<file path="src/rtl/card_pkg.sv">
// Card codes and their active-low seven-segment patterns (bit 6 = segment g),
// shared by the card encoder and the bus reader.
package card_pkg;

  typedef enum logic [3:0] {
    CARD_BLANK = 4'd0,
    CARD_ACE   = 4'd1,
    CARD_2     = 4'd2,
    CARD_3     = 4'd3,
    CARD_4     = 4'd4,
    CARD_5     = 4'd5,
    CARD_6     = 4'd6,
    CARD_7     = 4'd7,
    CARD_8     = 4'd8,
    CARD_9     = 4'd9,
    CARD_10    = 4'd10,
    CARD_JACK  = 4'd11,
    CARD_QUEEN = 4'd12,
    CARD_KING  = 4'd13
  } card_t;

  localparam logic [6:0] SEG_BLANK = 7'b1111111;
  localparam logic [6:0] SEG_ACE   = 7'b0001000;
  localparam logic [6:0] SEG_2     = 7'b0100100;
  localparam logic [6:0] SEG_3     = 7'b0110000;
  localparam logic [6:0] SEG_4     = 7'b0011001;
  localparam logic [6:0] SEG_5     = 7'b0010010;
  localparam logic [6:0] SEG_6     = 7'b0000010;
  localparam logic [6:0] SEG_7     = 7'b1111000;
  localparam logic [6:0] SEG_8     = 7'b0000000;
  localparam logic [6:0] SEG_9     = 7'b0010000;
  localparam logic [6:0] SEG_10    = 7'b1000000;
  localparam logic [6:0] SEG_JACK  = 7'b1100001;
  localparam logic [6:0] SEG_QUEEN = 7'b0011000;
  localparam logic [6:0] SEG_KING  = 7'b0001001;

endpackage

</file>
<file path="src/rtl/seg7_to_card.sv">
// Exact-match decode of an active-low segment pattern back to a card code.
module seg7_to_card
  import card_pkg::*;
(
  input  logic [6:0] seg_pat,
  output card_t      code,
  output logic       legal
);

  always_comb begin
    code  = CARD_BLANK;
    legal = 1'b1;
    case (seg_pat)
      SEG_BLANK: code = CARD_BLANK;
      SEG_ACE:   code = CARD_ACE;
      SEG_2:     code = CARD_2;
      SEG_3:     code = CARD_3;
      SEG_4:     code = CARD_4;
      SEG_5:     code = CARD_5;
      SEG_6:     code = CARD_6;
      SEG_7:     code = CARD_7;
      SEG_8:     code = CARD_8;
      SEG_9:     code = CARD_9;
      SEG_10:    code = CARD_10;
      SEG_JACK:  code = CARD_JACK;
      SEG_QUEEN: code = CARD_QUEEN;
      SEG_KING:  code = CARD_KING;
      default:   legal = 1'b0;
    endcase
  end

endmodule

</file>
<file path="src/rtl/seg7_card_reader.sv">
// Monitors a multiplexed seven-segment bus, debounces each digit's pattern and
// reports every change of a digit's committed card through a valid/ready port.
module seg7_card_reader
  import card_pkg::*;
#(
  parameter int unsigned NUM_DIGITS = 6,
  parameter int unsigned STABLE_CNT = 3
) (
  input  logic                    clk,
  input  logic                    reset,
  input  logic                    seg_valid,
  input  logic [2:0]              digit_sel,
  input  logic [6:0]              seg_pat,
  output logic                    evt_valid,
  input  logic                    evt_ready,
  output logic [2:0]              evt_idx,
  output logic [3:0]              evt_card,
  output logic [4*NUM_DIGITS-1:0] cards_flat,
  output logic                    err,
  output logic [2:0]              err_idx,
  input  logic                    err_clr
);

  localparam int unsigned CNT_W = $clog2(STABLE_CNT + 1);
  localparam logic [CNT_W-1:0] CNT_MAX = CNT_W'(STABLE_CNT);
  localparam logic [0:0] ST_IDLE    = 1'b0;
  localparam logic [0:0] ST_PRESENT = 1'b1;

  logic [6:0]       cand_pat_q [NUM_DIGITS];
  logic [6:0]       cand_pat_d [NUM_DIGITS];
  logic [CNT_W-1:0] cand_cnt_q [NUM_DIGITS];
  logic [CNT_W-1:0] cand_cnt_d [NUM_DIGITS];
  card_t            committed_q[NUM_DIGITS];
  card_t            committed_d[NUM_DIGITS];
  logic [NUM_DIGITS-1:0] pending_q, pending_d, pend_set, pend_clr, pick_onehot;
  logic [0:0]       state_q, state_d;
  logic [2:0]       evt_idx_q, evt_idx_d, err_idx_q, err_idx_d, pick_idx;
  card_t            evt_card_q, evt_card_d, pick_card, dec_code;
  logic             err_q, err_d, dec_legal, strobe_ok, commit_fire, pick_found;

  seg7_to_card u_dec (
    .seg_pat (seg_pat),
    .code    (dec_code),
    .legal   (dec_legal)
  );

  assign strobe_ok = seg_valid && (32'(digit_sel) < NUM_DIGITS);

  // Debounce per digit; a commit fires only on the strobe that reaches STABLE_CNT.
  always_comb begin
    cand_pat_d  = cand_pat_q;
    cand_cnt_d  = cand_cnt_q;
    committed_d = committed_q;
    pend_set    = '0;
    err_d       = err_q;
    err_idx_d   = err_idx_q;
    commit_fire = 1'b0;
    if (err_clr) err_d = 1'b0;
    for (int unsigned i = 0; i < NUM_DIGITS; i++) begin
      if (strobe_ok && digit_sel == 3'(i)) begin
        if (seg_pat == cand_pat_q[i]) begin
          if (cand_cnt_q[i] != CNT_MAX) cand_cnt_d[i] = cand_cnt_q[i] + CNT_W'(1);
          commit_fire = (cand_cnt_q[i] == CNT_MAX - CNT_W'(1));
        end else begin
          cand_pat_d[i] = seg_pat;
          cand_cnt_d[i] = CNT_W'(1);
          commit_fire   = (STABLE_CNT == 1);
        end
        if (commit_fire) begin
          if (!dec_legal) begin
            err_d     = 1'b1;
            err_idx_d = digit_sel;
          end else if (dec_code != committed_q[i]) begin
            committed_d[i] = dec_code;
            pend_set[i]    = 1'b1;
          end
        end
      end
    end
  end

  always_comb begin
    pick_found  = 1'b0;
    pick_idx    = '0;
    pick_card   = CARD_BLANK;
    pick_onehot = '0;
    for (int unsigned i = 0; i < NUM_DIGITS; i++) begin
      if (pending_q[i] && !pick_found) begin
        pick_found     = 1'b1;
        pick_idx       = 3'(i);
        pick_card      = committed_q[i];
        pick_onehot[i] = 1'b1;
      end
    end
  end

  // Set of a pending bit wins over the clear issued when that digit is picked.
  always_comb begin
    state_d    = state_q;
    evt_idx_d  = evt_idx_q;
    evt_card_d = evt_card_q;
    pend_clr   = '0;
    case (state_q)
      ST_IDLE: begin
        if (pick_found) begin
          state_d    = ST_PRESENT;
          evt_idx_d  = pick_idx;
          evt_card_d = pick_card;
          pend_clr   = pick_onehot;
        end
      end
      ST_PRESENT: if (evt_ready) state_d = ST_IDLE;
      default:    state_d = ST_IDLE;
    endcase
    pending_d = (pending_q & ~pend_clr) | pend_set;
  end

  always_ff @(posedge clk or posedge reset) begin
    if (reset) begin
      for (int unsigned i = 0; i < NUM_DIGITS; i++) begin
        cand_pat_q[i]  <= '1;
        cand_cnt_q[i]  <= '0;
        committed_q[i] <= CARD_BLANK;
      end
      pending_q  <= '0;
      state_q    <= ST_IDLE;
      evt_idx_q  <= '0;
      evt_card_q <= CARD_BLANK;
      err_q      <= 1'b0;
      err_idx_q  <= '0;
    end else begin
      cand_pat_q  <= cand_pat_d;
      cand_cnt_q  <= cand_cnt_d;
      committed_q <= committed_d;
      pending_q   <= pending_d;
      state_q     <= state_d;
      evt_idx_q   <= evt_idx_d;
      evt_card_q  <= evt_card_d;
      err_q       <= err_d;
      err_idx_q   <= err_idx_d;
    end
  end

  always_comb begin
    cards_flat = '0;
    for (int unsigned i = 0; i < NUM_DIGITS; i++) cards_flat[4*i +: 4] = committed_q[i];
  end

  assign evt_valid = (state_q == ST_PRESENT);
  assign evt_idx   = evt_idx_q;
  assign evt_card  = evt_card_q;
  assign err       = err_q;
  assign err_idx   = err_idx_q;

endmodule

</file>
<file path="config.mk">
export PLATFORM = sky130hd
export DESIGN_NAME = seg7_card_reader
export DESIGN_NICKNAME = d
export VERILOG_FILES = /design/src/rtl/card_pkg.sv /design/src/rtl/seg7_to_card.sv /design/src/rtl/seg7_card_reader.sv
export SDC_FILE = /design/constraint.sdc
export NUM_CORES = 1
export LEC_CHECK = 0
export CORE_UTILIZATION = 26
export DETAILED_ROUTE_END_ITERATION = 16
export GPL_TIMING_DRIVEN = 0
export SYNTH_ARGS = -nofsm -noshare
export SYNTH_HDL_FRONTEND = slang
export SYNTH_SLANG_ARGS = --single-unit
</file>
<file path="constraint.sdc">
create_clock -name clk -period 4 [get_ports clk]
set_input_delay 1 -clock clk [delete_from_list [all_inputs] [get_ports clk]]
set_output_delay 1 -clock clk [all_outputs]
set_load 0.05 [all_outputs]
</file>
## Word level (Yosys, flattened, before mapping)

Cells that the tools add are included.

- Flip-flop bits (word level): 96
- Latch bits: 0
- Memory bits (writable): 0
- Memory bits (read-only): 0
- Input port bits: 15
- Output and inout port bits: 36
- Logic and storage cells: 242
- Memories kept: 0

- $add $sub $neg: 6
- Multipliers: 0
- Div/mod/pow operators: 0
- Order comparisons: 1
- Equal/unequal tests: 48
- Shifts and indexed selects: 0
- Muxes and demuxes: 114
- Bitwise logic cells: 10
- Reduce and logical (&&, ||, !) cells: 39

Operator list:

| operator | number |
|---|---|
| $mux W1 | 70 |
| $mux W3 | 22 |
| $pmux W4 S13 | 1 |
| $eq A7 B7 Y1 | 6 |
| $eq A7 B5 Y1 const B | 4 |
| $eq A7 B7 Y1 const B | 4 |
| $reduce_and A2 Y1 | 13 |
| $mux W2 | 12 |
| $mux W4 | 6 |
| $ne A4 B4 Y1 | 6 |
| $reduce_and A4 Y1 | 6 |
| $eq A7 B4 Y1 const B | 2 |
| $eq A7 B6 Y1 const B | 2 |
| $reduce_or A14 Y1 | 1 |
| $add A2 B1 Y2 const B | 6 |
| $eq A2 B2 Y1 const B | 6 |
| $logic_and A1 B1 Y1 | 12 |
| $mux W6 | 2 |
| $ne A2 B1 Y1 const B | 6 |
| $ne A2 B2 Y1 const B | 6 |
| $eq A7 B2 Y1 const B | 1 |
| $logic_not A7 Y1 | 1 |
| $not A1 Y1 | 7 |
| $and A6 B6 Y6 | 1 |
| 9 further kinds | 15 |

## Depth between registers and ports, before layout

- Depth after elaboration: 21
- Gate-level depth with buffers: 10
- Mapped depth without buffers: 8

## Cells and area by module

Synthesis repeated with hierarchy kept, for this count alone.

- Cells, all modules: 482
- Area total of the unflattened synthesis: 5430.2 um2

By module, submodules not included:

| module | instances | cells each | area an instance (um2) | seq. area each (um2) |
|---|---|---|---|---|
| seg7_card_reader | 1 | 434 | 5103.6 | 2454.9 |
| seg7_to_card | 1 | 48 | 326.6 | 0.0 |

## Least setup slack after synthesis

Ideal clock, no wire load.

- Path kind: input-to-reg
- Start: in seg_pat[2]
- End: reg committed_q (netlist bit cards_flat[23])
- Setup time: 0.122 ns
- Data arrival time: 2.898 ns
- Required time: 3.878 ns
- Slack: 0.981 ns
- Stages on the path: 8
- Path buffers: 1
- Cells stage by stage: or4b_4 or2_1 a21oi_2 nor3_4 buf_4 xnor2_1 or3_1 a32o_1

- Cells in the longest elaborated chain, start to end: 4
- Elaborated cells on any way between the ends: 22
- Those cells by class: eq/ne: 15; mux: 4; reduce/logical: 3

RTL lines:

| what | line | source |
|---|---|---|
| from (decl) | seg7_card_reader.sv:13 | `input logic [6:0] seg_pat,` |
| $eq A7 B4 Y1, or another cell as far along | seg7_to_card.sv:13 | `case (seg_pat)` |
| $pmux W4 S13, or another cell as far along | seg7_to_card.sv:13 |  |
| $ne A4 B4 Y1, or another cell as far along | seg7_card_reader.sv:73 | `end else if (dec_code != committed_q[i]) begin` |
| $reduce_and A4 Y1 (no line) | -- |  |
| to (signal assigned) | seg7_card_reader.sv:134 | `committed_q <= committed_d;` |
| to (decl) | seg7_card_reader.sv:33 | `card_t committed_q[NUM_DIGITS];` |

Parallel ways exist; a longest one is shown, timed or not. The select of a mux whose other input is x is not followed.
A chain may end at the register's enable or synchronous reset.

## Worst setup path after layout

- Start: in seg_pat[2]
- End: reg committed_q (netlist bit cards_flat[8])

Same word-level chain as after synthesis.

==> results_tabular.tex <==
\begin{tabular}{lr}
\hline
Metric & Value \\
\hline
\multicolumn{2}{l}{\textbf{Status}} \\
Status & complete, no violations \\
\multicolumn{2}{l}{\textbf{Clocking}} \\
CTS Sinks & 96 \\
Clock transition time at the flip-flop clock pins of the worst setup and hold paths & 60 ps \\
Cells resized by post-CTS repair & 0 \\
Deepest clock path buffer count & 2 \\
Hold-fix buffer count after cts & 0 \\
CTS H-tree lvls & 3 \\
Num CTS Buffers & 9 \\
Post-CTS setup repair buffer count & 0 \\
Clk\_lat worst skew & 340 ps \\
Clock tree root driver cell & sky130\_fd\_sc\_hd\_\_clkbuf\_16 \\
Clock tree from TritonCTS & done \\
\multicolumn{2}{l}{\textbf{Min path}} \\
Hold/Removal Path Class & reg2reg \\
\multicolumn{2}{l}{\textbf{Placement}} \\
Placed standard-cell area & 6340 µm² \\
Port bufs & 50 \\
Last weighted congestion value of the routability-driven placer & 0.8216 \\
DPL Wire Length & 9991 µm \\
\multicolumn{2}{l}{\textbf{Layout}} \\
Final core occ & 32.58\% \\
Net count of the finished layout & 651 \\
Area Growth Syn to Fin & 21.47\% \\
Share of layout cells above drive strength 1 & 19.71\% \\
Filler instances & 2132 \\
Final standard cell area without fillers & 6655 µm² \\
Antenna diode count & 0 \\
\multicolumn{2}{l}{\textbf{Global routing}} \\
GR Overflow Total & 0 \\
Largest net degree at the start of global routing & 57 \\
Number of global-route vias before repair & 4149 \\
GRT Resource Usage Total & 13.52\% \\
First-pass GRT wire length & 22600 µm \\
Initial antenna violation count & 0 \\
\multicolumn{2}{l}{\textbf{Die}} \\
Ports placed on the boundary & 51 \\
Width of the chip & 147.2 µm \\
Number of placement rows & 52 \\
Initial Util & 26.82\% \\
Core Footprint & 20430 µm² \\
Full die area & 21660 µm² \\
DIE HEIGHT & 147.2 µm \\
\multicolumn{2}{l}{\textbf{Synthesis}} \\
Count of state elements after synthesis & 96 \\
Xor/xnor cell area share of the yosys netlist & 8.952\% \\
Syn Nets & 589 \\
Multiplexer area fraction after synthesis & 7.171\% \\
Combinational family with the most area after synthesis & simple AND/OR/NAND/NOR gates \\
Number of distinct library cell variants in the gate-level netlist after synthesis & 61 \\
Simple-gate area share of the yosys netlist & 19.05\% \\
EDFF count, synth & 0 \\
Synthesis warning total & 0 \\
Top FF cell, synth & sky130\_fd\_sc\_hd\_\_dfrtp\_1 \\
Mapped Area & 5479 µm² \\
Post-synthesis adder-cell area fraction & 2.740\% \\
Instance count of the mapped netlist & 562 \\
Complex-gate fraction of the synthesized area & 12.90\% \\
Portion of the post-synthesis area used by sequential elements & 44.80\% \\
Async S/R FF share, synth & 100.0\% \\
Synthesized area per cell & 9.749 µm² \\
\multicolumn{2}{l}{\textbf{STA}} \\
Max-slew headroom & 30.50\% \\
Share of the clock period used by the worst path after layout & 88.62\% \\
Actual transition at the worst max-transition pin & 1040 ps \\
Hold violation total from the final report & 0 \\
Worst setup skew after layout & 5.167 ps \\
Unrepaired setup endpoints after global routing & no \\
Clock period minus final worst setup slack & 3545 ps \\
Maximum operating frequency & 282.1 MHz \\
Number of setup violations in the final report & 0 \\
Number of pins exceeding their max-slew limit in the final report & 0 \\
Hold slack final & 466.3 ps \\
\multicolumn{2}{l}{\textbf{Detailed routing}} \\
Antenna Violating Nets Remaining & 0 \\
Average via count per standard cell & 4.722 \\
Total number of vias & 4245 \\
Metal-1 WL & 6689 µm \\
Detail Route met3 WL & 718 µm \\
Met2 layer wire length in the routed design & 6147 µm \\
First drt pass iteration count & 5 \\
1st-iter DRT viols & 280 \\
Drt total wl & 13710 µm \\
Top sig layer & met4 \\
DRC violations left & 0 \\
WL per Instance & 15.25 µm \\
\multicolumn{2}{l}{\textbf{Power}} \\
Pwr Density & 409.9 nW/µm² \\
Total leakage power & 2.747 nW \\
Maximum vdd drop & 0.0002015 V \\
\multicolumn{2}{l}{\textbf{Setup path}} \\
Critical path arrival & 3780 ps \\
WP data required & 4230 ps \\
CP Capture Type & flip-flop \\
Critical Path Start Type & input port \\
Setup Crit Path Kind & in2reg \\
Peak fanout along the critical path & 10 \\
\multicolumn{2}{l}{\textbf{Flow run}} \\
Maximum capacitance violations & 0 \\
\hline
\end{tabular}
==> cells in the final DEF, fill, tap and decap left out, types with 3 or more instances in the layout <==
cell type	synthesis	layout
sky130_fd_sc_hd__a211oi_1	7	7
sky130_fd_sc_hd__a21oi_1	11	11
sky130_fd_sc_hd__a221oi_1	3	3
sky130_fd_sc_hd__a22o_1	5	5
sky130_fd_sc_hd__a22oi_1	4	4
sky130_fd_sc_hd__a31oi_1	7	7
sky130_fd_sc_hd__a32o_1	3	3
sky130_fd_sc_hd__buf_2	18	18
sky130_fd_sc_hd__clkbuf_1	10	13
sky130_fd_sc_hd__clkbuf_16	0	9
sky130_fd_sc_hd__clkdlybuf4s50_1	0	50
sky130_fd_sc_hd__dfrtp_1	54	54
sky130_fd_sc_hd__dfstp_2	42	42
sky130_fd_sc_hd__ha_1	12	12
sky130_fd_sc_hd__inv_1	23	22
sky130_fd_sc_hd__mux2_2	34	34
sky130_fd_sc_hd__nand2_1	88	88
sky130_fd_sc_hd__nand2b_1	5	5
sky130_fd_sc_hd__nand3_1	10	10
sky130_fd_sc_hd__nand3b_1	5	5
sky130_fd_sc_hd__nand4_1	9	9
sky130_fd_sc_hd__nor2_1	30	30
sky130_fd_sc_hd__nor2b_1	6	6
sky130_fd_sc_hd__nor3_1	5	5
sky130_fd_sc_hd__nor4_1	8	8
sky130_fd_sc_hd__nor4_2	3	3
sky130_fd_sc_hd__o21ai_0	41	41
sky130_fd_sc_hd__o21ai_1	5	5
sky130_fd_sc_hd__o2bb2ai_1	3	3
sky130_fd_sc_hd__o31ai_1	4	4
sky130_fd_sc_hd__o41ai_1	4	4
sky130_fd_sc_hd__or2_1	5	5
sky130_fd_sc_hd__or3_1	6	6
sky130_fd_sc_hd__or4_1	4	4
sky130_fd_sc_hd__xnor2_1	34	34
sky130_fd_sc_hd__xor2_1	22	22
==> flip-flops by register name, indices dropped and copies added, names as in the netlist <==
register / flops
cand_cnt_q: 12
cand_pat_q: 42
cards_flat: 24
err: 1
err_idx: 3
evt_card: 4
evt_idx: 3
evt_valid: 1
pending_q: 6
==> where the power goes <==
part | switching [mW] | leakage, nW | internal, mW | total (mW)
Sequential | 0.0907 | 1.15 | 1.17 | 1.26
Clock | 0.357 | 0.154 | 0.565 | 0.922
Combinational | 0.311 | 1.45 | 0.233 | 0.544
==> cells by family (layout without fill, tap and decap cells) <==
logic type	after synthesis	after routing
xor gates and xnor gates	56	56
buffers and inverters	54	121
and+or+nand+nor	201	201
DFF	96	96
muxes	35	35
AOI/OAI and AO/OA	108	108
adders and majority gates	12	12
==> critical path: stages <==
cell	delay, ps
sky130_fd_sc_hd__clkdlybuf4s50_1	610
sky130_fd_sc_hd__buf_2	340
sky130_fd_sc_hd__buf_2	330
sky130_fd_sc_hd__xnor2_1	150
sky130_fd_sc_hd__nand4_1	170
sky130_fd_sc_hd__nor3_1	540
sky130_fd_sc_hd__nand2b_1	300
sky130_fd_sc_hd__mux2_2	330
==> synthesized netlist by cell type (all sizes together) (4+ instances only) <==
library cell  count  area, µm²
dfrtp            54       1351
nand3b            5      37.54
nand3            10      50.05
mux2             34      382.9
a21oi            12      63.81
a22oi             4      30.03
buf              21      116.4
o41ai             4      35.03
nor2b             6      37.54
nand2            88      330.3
nor4             12      108.9
nor3              6      41.29
inv              23      86.33
nor2             32      130.1
xnor2            34      297.8
or2               5      31.28
clkbuf           10      37.54
nand2b            5      31.28
dfstp            42       1104
o31ai             4      30.03
xor2             22      192.7
ha               12      150.1
a22o              5      43.79
or4               4      30.03
a211oi            7      52.55
a31oi             7      43.79
nand4             9      56.30
or3               6      37.54
o21ai            46      230.2
==> per-layer routing <==
layer  GRT usage [%]  vias up
li1                -     2090
met1           18.95     2036
met2           20.92      107
met3           2.795       12
met4           3.814        0
met5               0        -
==> metrics by stage <==
step / TNS, ps / power (mW) / setup WS (ps) / cells
3_3_place_gp: -64110 / 1.807 / -1112 / 882
4_1_cts: 0 / 2.768 / 450.5 / 899
3_5_place_dp: 0 / 1.828 / 83.31 / 883
2_1_floorplan: 0 / 1.664 / 564.1 / 562
6_report: 0 / 2.728 / 455.0 / 899
5_1_grt: 0 / 2.878 / 194.3 / 899
==> area by class of cell <==
class	count	area, µm²	area share (%)
Buffer	31	153.9	2.312
Tap cell	270	337.8	5.076
Inverter	23	88.84	1.335
Timing Repair Buffer	51	520.5	7.821
Clock buffer	13	250.2	3.760
Multi-Input combinational cell	412	2784	41.83
Sequential cell	96	2455	36.89
Clock inverter	3	65.06	0.9776
==> path summary, 6_finish.rpt <==
| path | startpoint | endpoint | slack (ps) | depth (start not counted) |
|---|---|---|---|---|
| worst max-delay path | seg_pat[2] | cards_flat[8] | 460 | 8 |
| worst max register to register | cand_pat_q[4] | cards_flat[20] | 1680 | 6 |
| worst min-delay path | cand_pat_q[32] | cand_pat_q[32] | 470 | 2 |
| worst min register to register | cand_pat_q[32] | cand_pat_q[32] | 470 | 2 |
| max in group asynchronous | reset | cand_pat_q[2] | 2120 | 3 |
| min in group asynchronous | reset | evt_card[2] | 1130 | 2 |
Power figures use the tool's default switching activity.
